### config.mk
export PLATFORM = sky130hd
export DESIGN_NAME = harris_frame_sequencer
export DESIGN_NICKNAME = d
export VERILOG_FILES = /design/src/rtl/harris_pkg.sv /design/src/rtl/harris_tag_delay.sv /design/src/rtl/harris_frame_sequencer.sv
export SDC_FILE = /design/constraint.sdc
export NUM_CORES = 1
export LEC_CHECK = 0
export BUFFER_PORTS_ARGS = -buffer_cell sky130_fd_sc_hd__buf_4
export CORE_AREA = 2 2 118 120
export CTS_CLUSTER_DIAMETER = 60
export DETAILED_ROUTE_END_ITERATION = 7
export DIE_AREA = 0 0 120 122
export PLACE_DENSITY = 0.84
export RECOVER_POWER = 100
export SLEW_MARGIN = 20
export SYNTH_ARGS = -nofsm -noshare
export SYNTH_HDL_FRONTEND = slang
export SYNTH_SLANG_ARGS = --single-unit
export TNS_END_PERCENT = 10
### constraint.sdc
create_clock -name clk -period 3.5 [get_ports clk]
set_clock_uncertainty 0.2 [all_clocks]
set_input_delay 0.7 -clock clk [delete_from_list [all_inputs] [get_ports clk]]
set_output_delay 0.7 -clock clk [all_outputs]
set_load 0.005 [all_outputs]
### src/rtl/harris_pkg.sv
// Shared types and constants for the Harris frame sequencer.
package harris_pkg;

    typedef enum logic [1:0] {
        IDLE,
        READ,
        DRAIN,
        DONE
    } state_t;

    localparam int WIN = 6;
    localparam int SCORE_W = 32;
    localparam int PIX_W = 8;

endpackage

### src/rtl/harris_tag_delay.sv
// Fixed-latency shift register carrying {valid, full, x, y}
// alongside the detector pipeline.
module harris_tag_delay #(
    parameter int LAT = 8,
    parameter int XW = 6,
    parameter int YW = 6
) (
    input  logic          clk,
    input  logic          reset,
    input  logic          valid,
    input  logic          full,
    input  logic [XW-1:0] x,
    input  logic [YW-1:0] y,
    output logic          late_valid,
    output logic          late_full,
    output logic [XW-1:0] late_x,
    output logic [YW-1:0] late_y
);

    localparam int W = 2 + XW + YW;

    logic [W-1:0] sr [LAT];

    always_ff @(posedge clk or negedge reset) begin
        if (!reset) begin
            for (int i = 0; i < LAT; i++) begin
                sr[i] <= '0;
            end
        end else begin
            sr[0] <= {valid, full, x, y};
            for (int i = 1; i < LAT; i++) begin
                sr[i] <= sr[i-1];
            end
        end
    end

    assign {late_valid, late_full, late_x, late_y} = sr[LAT-1];

endmodule

### src/rtl/harris_frame_sequencer.sv
// Frame sequencer feeding the Harris detector and tagging its scores.
// Optional HARRIS_CORNER_COUNT_EN adds a saturating corner_count output.
module harris_frame_sequencer
    import harris_pkg::*;
#(
    parameter int IMG_W = 64,
    parameter int IMG_H = 64,
    parameter int PIPE_LAT = 8,
    parameter int ADDR_W = 12
) (
    input  logic                       clk,
    input  logic                       reset,
    input  logic                       start,
    input  logic signed [SCORE_W-1:0]  threshold,
    input  logic                       stall,
    output logic                       mem_rd,
    output logic [ADDR_W-1:0]          mem_addr,
    input  logic [PIX_W-1:0]           mem_data,
    output logic [PIX_W-1:0]           pixel,
    output logic                       pixel_valid,
    input  logic signed [SCORE_W-1:0]  harris_score,
    output logic                       score_valid,
    output logic [$clog2(IMG_W)-1:0]   score_x,
    output logic [$clog2(IMG_H)-1:0]   score_y,
    output logic                       corner,
    output logic                       busy,
    output logic                       done
`ifdef HARRIS_CORNER_COUNT_EN
    ,
    output logic [15:0]                corner_count
`endif
);

    localparam int XW = $clog2(IMG_W);
    localparam int YW = $clog2(IMG_H);
    localparam int DW = $clog2(PIPE_LAT + 2) + 1;
    localparam logic [DW-1:0] DRAIN_LEN = DW'(PIPE_LAT + 1);
    localparam logic [ADDR_W-1:0] LAST_ADDR = ADDR_W'(IMG_W * IMG_H - 1);
    localparam logic [XW-1:0] X_MAX = XW'(IMG_W - 1);
    localparam logic [YW-1:0] Y_MAX = YW'(IMG_H - 1);

    state_t state;
    state_t state_n;

    logic [XW-1:0] x;
    logic [YW-1:0] y;
    logic [DW-1:0] drain_cnt;
    logic signed [SCORE_W-1:0] thr_q;

    logic accept;
    logic last_rd;
    logic full_now;

    logic [XW-1:0] px_x;
    logic [YW-1:0] px_y;
    logic px_full;

    logic late_valid;
    logic late_full;

    assign accept = (state == IDLE) && start;
    assign mem_rd = (state == READ) && !stall;
    assign last_rd = mem_rd && (mem_addr == LAST_ADDR);
    assign full_now = (int'(x) >= WIN - 1) && (int'(y) >= WIN - 1);

    always_ff @(posedge clk or negedge reset) begin
        if (!reset) begin
            state <= IDLE;
        end else begin
            state <= state_n;
        end
    end

    always_comb begin
        state_n = state;
        unique case (state)
            IDLE:    if (start) state_n = READ;
            READ:    if (last_rd) state_n = DRAIN;
            DRAIN:   if (drain_cnt == DRAIN_LEN) state_n = DONE;
            DONE:    state_n = IDLE;
            default: state_n = IDLE;
        endcase
    end

    // Raster address and coordinates advance only on issued reads.
    always_ff @(posedge clk or negedge reset) begin
        if (!reset) begin
            mem_addr <= '0;
            x <= '0;
            y <= '0;
        end else if (accept) begin
            mem_addr <= '0;
            x <= '0;
            y <= '0;
        end else if (mem_rd) begin
            mem_addr <= last_rd ? '0 : mem_addr + 1'b1;
            if (x == X_MAX) begin
                x <= '0;
                y <= (y == Y_MAX) ? '0 : y + 1'b1;
            end else begin
                x <= x + 1'b1;
            end
        end
    end

    always_ff @(posedge clk or negedge reset) begin
        if (!reset) begin
            drain_cnt <= '0;
        end else if (state == DRAIN) begin
            drain_cnt <= drain_cnt + 1'b1;
        end else begin
            drain_cnt <= '0;
        end
    end

    always_ff @(posedge clk or negedge reset) begin
        if (!reset) begin
            thr_q <= '0;
        end else if (accept) begin
            thr_q <= threshold;
        end
    end

    always_ff @(posedge clk or negedge reset) begin
        if (!reset) begin
            pixel <= '0;
            pixel_valid <= 1'b0;
            px_x <= '0;
            px_y <= '0;
            px_full <= 1'b0;
        end else begin
            pixel <= mem_data;
            pixel_valid <= mem_rd;
            px_x <= x;
            px_y <= y;
            px_full <= full_now;
        end
    end

    harris_tag_delay #(
        .LAT(PIPE_LAT),
        .XW (XW),
        .YW (YW)
    ) u_tag (
        .clk       (clk),
        .reset     (reset),
        .valid     (pixel_valid),
        .full      (px_full),
        .x         (px_x),
        .y         (px_y),
        .late_valid(late_valid),
        .late_full (late_full),
        .late_x    (score_x),
        .late_y    (score_y)
    );

    assign score_valid = late_valid && late_full;
    assign corner = score_valid && (harris_score > thr_q);
    assign busy = (state != IDLE);
    assign done = (state == DONE);

`ifdef HARRIS_CORNER_COUNT_EN
    always_ff @(posedge clk or negedge reset) begin
        if (!reset) begin
            corner_count <= '0;
        end else if (accept) begin
            corner_count <= '0;
        end else if (corner && (corner_count != 16'hFFFF)) begin
            corner_count <= corner_count + 16'd1;
        end
    end
`endif

endmodule

; Word level (Yosys, flattened, before mapping)
; Index checks and enable logic that the tools add are counted.
; W data, S select, Z words.
[word_totals]
word_cells = 64
mem_bits_ro = 0
output_inout_bits = 38
regBits = 197
ramBits = 0
latchBits = 0
n_memories = 0
inputBits = 76
[classes]
n_mux = 15
div_mod_pow = 0
reduce_logical = 13
mul = 0
addsub = 4
n_bitwise = 0
n_shift = 0
order_cmp = 3
n_eq_ne = 10
[op_table]
columns = op, n
row1 = $mux W6, 7
row2 = $mux W12, 3
row3 = $gt A32 B32 Y1, 1
row4 = $add A12 B1 Y12 const B, 1
row5 = $add A6 B1 Y6 const B, 2
row6 = $eq A12 B12 Y1 const B, 1
row7 = $eq A6 B6 Y1 const B, 2
row8 = $ge A6 B3 Y1 const B, 2
row9 = $pmux W2 S4, 1
row10 = $logic_and A1 B1 Y1, 6
row11 = $mux W2, 3
row12 = $ne A2 B2 Y1 const B, 3
row13 = $reduce_bool A2 Y1, 3
row14 = $add A5 B1 Y5 const B, 1
row15 = $eq A5 B4 Y1 const B, 1
row16 = $mux W5, 1
row17 = $eq A2 B2 Y1 const B, 2
row18 = $reduce_and A3 Y1, 1
row19 = $eq A2 B1 Y1 const B, 1
row20 = $logic_not A2 Y1, 1
row21 = $reduce_and A2 Y1, 1
row22 = $logic_not A1 Y1, 1

; Logic depth before layout (Yosys ltp)
[logic_depth]
word_depth = 6
ltp_mapped = 9
ltp_nobuf = 8

; By module
; A second synthesis with hierarchy kept.
[hier_totals]
hier_cells = 555
area_unflattened_um2 = 7159.4
[modules_own_cells]
columns = module, area_each_um2, cells_each, seq_area_each_um2, instances
row1 = harris_frame_sequencer, 4266.6, 431, 2127.0, 1
row2 = harris_tag_delay, 2892.8, 124, 2802.7, 1

; Worst setup path after synthesis
; No wires, ideal clock.
[synth_path]
path_kind = in2out
from = input port harris_score[14]
to = output port corner
n_path_buf = 0
t_required_ps = 2600
arrival_time_ps = 1860
stages = 5
slack_ps = 740
path_cell_list = ha_1 > nand4_1 > a2111oi_0 > o31ai_1 > a211oi_1
[synth_via]
elab_chain_len = 2
[synth_lines]
columns = item, line_no
row1 = start: declaration, harris_frame_sequencer.sv:21  ; input logic signed [SCORE_W-1:0] harris_score,
row2 = $gt A32 B32 Y1, harris_frame_sequencer.sv:158  ; assign corner = score_valid && (harris_score > thr_q);
row3 = $logic_and A1 B1 Y1, harris_frame_sequencer.sv:158
row4 = end: declaration, harris_frame_sequencer.sv:25  ; output logic corner,
; No other way between the ends.

; Worst setup path after layout
[layout_path]
from = input port harris_score[27]
to = output port corner
; The elaborated chain is that of the path after synthesis.

==> key figures <==
Status
  • Status: complete, but fails checks
  • Failing checks: capacitance limit, slew limit

Global route
  • Number of global-route vias before repair: 4776
  • Total Routing Usage GR: 20.3%
  • GRT overflow: 0
  • Initial antenna violation count: 0
  • Largest net degree at the start of global routing: 109
  • First-pass GRT wire length: 23000 um

Clocking
  • Number of setup buffers added after CTS: 0
  • CTS tree: built
  • CTS resizes: 0
  • Clk sink count: 197
  • Cts hold-fix bufs: 0
  • Skew-Pair Late Insertion Delay: about 420 ps
  • Clock slew at reported path FFs: 70 ps
  • Clk root buf: clkbuf_16
  • H-tree Lvls: 4
  • TritonCTS Buffers: 17
  • Maximum clock path buffer count: 2

Setup path
  • Crit Path Class: in -> out
  • Worst r2r dst: state[1]$_DFFE_PN0P_
  • Worst path most repeated cell: buf_4
  • Setup crit start kind: input pin
  • Worst path slowest cell: nor4_1
  • CP cell instances: buf_4 > ha_1 > nand4_1 > nor4_1 > o31ai_1 > a211oi_1 > buf_4
  • Max FO, Critical Path: 3
  • Worst EP required: 2600 ps
  • CP delay by family, top: simple AND/OR/NAND/NOR gates
  • R2R Setup Slk: 240 ps
  • Crit path buffers/inverters: 2
  • Nature of the critical path endpoint: output pin
  • Max incr delay on CP: 520 ps
  • RR Startpoint: state[1]$_DFFE_PN0P_
  • Crit path arrival time: 2390 ps
  • FF-to-FF path depth: 7

Pwr
  • Sequential power share: between 50% and 60%
  • Switch Pwr: 1190 uW
  • Internal: 3900 uW
  • Leakage: around 0.0044 uW
  • Pwr dens: 584 nW/um2
  • Sw Share: a little under a quarter
  • Max rail drop VDD: approximately 0.37 mV
  • Power share of the clock group: 38.3%
  • Comb power frac: 7.5%

Floorplanning
  • Die height: 122 um
  • DIE AREA: 14600 um2
  • Die Wd: 120 um
  • Core footprint: 13500 um2
  • Site Rows: 43
  • Starting density of the core: 52.9%
  • Ports: 114

Synth
  • Mapped Cells: 560
  • Avg Cell Area, Syn: 12.8 um2
  • Synth Register Bits: 197
  • Synth area leaders: dfrtp_1, ha_1, nand2_1, o21ai_0, inv_1
  • Synth Flop Type: dfrtp_1
  • Synth async-reset ratio: 100%
  • Netlist cell types: 42
  • Syn Nets: ~700
  • Sequential fraction of the synthesis area: 69.0%
  • Largest area contributor in the netlist: dfrtp_1
  • Mapped Area: 7150 um2
  • Post-synth top area share: 69.0%
  • Post-synth EDFFs: 0
  • YS warnings: 0

Timing
  • Max frequency: 0.304 GHz
  • Finish-stage setup viols: 0
  • Tmin final: 3290 ps
  • Rel. slew slack: -69.5%
  • Tightest Pin Transition: between 2000 and 3000 ps
  • RSZ-0062 raised after global routing: no
  • Fin. Hold Viols: 0
  • Period Utilization, post-route: 94.0%
  • Setup ws final: ~210 ps
  • Setup TNS: 0 ps
  • Worst hold margin: between 100 and 150 ps
  • Final slew viol count: 108

Final layout
  • Fillcell total: 1006
  • Ant. Diodes: 0
  • Layout Nets: 796
  • Layout cells sized above 1: 22.1%
  • FF/Latch Area: a little under 5000 um2
  • Area of the multi-input gates: 1900 um2
  • Synthesis-to-finish area growth: 21.9%

Run
  • Max cap viols: 1

Worst hold path
  • Hold Path Class: reg -> reg
  • Hold Path End: u_tag.sr[93]$_DFF_PN0_
  • Hold wc startpoint: u_tag.sr[107]$_DFF_PN0_
  • Hold depth: 0

Placed design
  • GPL Wtd Cong: ~0.88
  • Buffers added on ports: 113
  • DPL Wire Length: 9180 um
  • Pre-CTS setup slack: 195 ps

Routing
  • Vias/cell: 5.19
  • Routed WL: around 14000 um
  • Drt drc: 0
  • Vias post-DR: 4500
  • First-pass iteration count of the detailed router: 4
  • Initial DRC count: ~290
  • Wirelength per Cell: around 16 um
  • Antenna-violating nets left: 0
cell usage after synthesis, types with 2 or more instances:
| cell | number |
|---|---|
| mux2i_1 | 2 |
| clkbuf_1 | 8 |
| a211oi_1 | 6 |
| xor2_1 | 6 |
| nand3_1 | 13 |
| a2111oi_0 | 2 |
| and2_1 | 5 |
| nand2b_1 | 7 |
| buf_4 | 12 |
| o21ai_0 | 46 |
| nor3_1 | 5 |
| nor4_1 | 3 |
| a21oi_1 | 26 |
| a21o_1 | 2 |
| buf_1 | 3 |
| nand2_1 | 65 |
| o211ai_1 | 2 |
| ha_1 | 46 |
| xnor2_1 | 3 |
| inv_1 | 45 |
| o31ai_1 | 3 |
| nor2_1 | 18 |
| dfrtp_1 | 197 |
| and3_1 | 4 |
| nand4_1 | 11 |
| nor2b_1 | 3 |
| o22ai_1 | 2 |
flip-flops by register name, summed over array words and instances (netlist names):
register and cells:
u_tag.sr 98, thr_q 32, mem_addr 12, pixel 8
px_x 6, px_y 6, u_tag.late_x 6, u_tag.late_y 6
x 6, y 6, drain_cnt 5, state 2
pixel_valid 1, px_full 1, u_tag.late_full 1, u_tag.late_valid 1
worst max-delay path by stage:
stage                               startpoint                   end  slack, ps  depth (start not counted)
after detailed placement      harris_score[27]                corner        190                          7
after floorplan               harris_score[14]                corner        740                          5
after CTS                     harris_score[27]                corner        200                          7
final                         harris_score[27]                corner        210                          7
after global placement        harris_score[27]                corner        260                          7
after global routing      state[1]$_DFFE_PN0P_  state[1]$_DFFE_PN0P_         20                          7
per-stage QoR:
step | std cells | util [%] | cell area [um2] | total power (uW)
6_report | 867 | 64.5 | 8710 | 5090
5_1_grt | 867 | 64.5 | 8710 | 5320
4_1_cts | 867 | 64.8 | 8750 | 5150
3_5_place_dp | 835 | 60.3 | 8150 | 3190
3_3_place_gp | 835 | 60.3 | 8150 | 3140
2_1_floorplan | 560 | - | 7150 | 2920
cell families after synthesis:
logic type,share of synthesized area (%)
AO/OA/AOI/OAI,7.72
XOR/XNOR,1.10
adder cells (fa/ha/maj),8.05
buffers and inverters,4.20
flip-flops,69.0
multiplexers,0.490
AND/OR/NAND/NOR,9.47
final cells by class:
cell class | count | area share, %
Clock buffer | 21 | 5.29
Clock inverter | 11 | 1.61
Inverter | 45 | 1.94
Multi-Input combinational cell | 295 | 21.8
Sequential cell | 197 | 56.6
Tap cell | 180 | 2.59
Timing Repair Buffer | 118 | 10.2
layout by cell type (no fill, tap or decap), types with 2 or more instances in the layout:
master and count:
nor2_1 18, clkbuf_16 17, o22ai_1 2, nor2b_1 3, a21o_1 2, nand4_1 11
clkbuf_2 4, ha_1 46, o21ai_0 46, and3_1 4, clkbuf_8 2, clkinvlp_4 2
nor3_1 5, o211ai_1 2, dfrtp_1 197, xor2_1 6, inv_1 45, clkbuf_4 44
bufinv_16 2, buf_4 68, inv_8 3, nand2b_1 7, clkbuf_1 3, mux2i_1 2
nor4_1 4, a211oi_1 6, and2_1 2, nand2_1 65, nand3_1 13, a2111oi_0 2
o31ai_1 3, inv_6 2, a21oi_1 26, and2_0 3, xnor2_1 3
worst register-to-register path, stage by stage, from the launching register on:
cell and delay (ps):
dfrtp_1 430, inv_1 130, ha_1 190, nand2b_1 260, nor4_1 1020, nand2_2 140
a221o_2 470, mux2_4 310
per-layer routing:
layer  global-route usage (%)  wire, um
met1                     23.5      5380
met2                     35.2      6980
met3                     5.71       722
met4                     9.71       431
met5                        0         0
power by group through the flow:
stage               logic [uW]  registers (uW)  clock network, uW
floorplan                  180            2740                  0
global placement           371            2760                  0
detailed placement         393            2800                  0
CTS                        395            2770               1990
global route               427            2790               2100
finish                     381            2760               1950
Note: power is estimated with default switching activity, not from simulation.
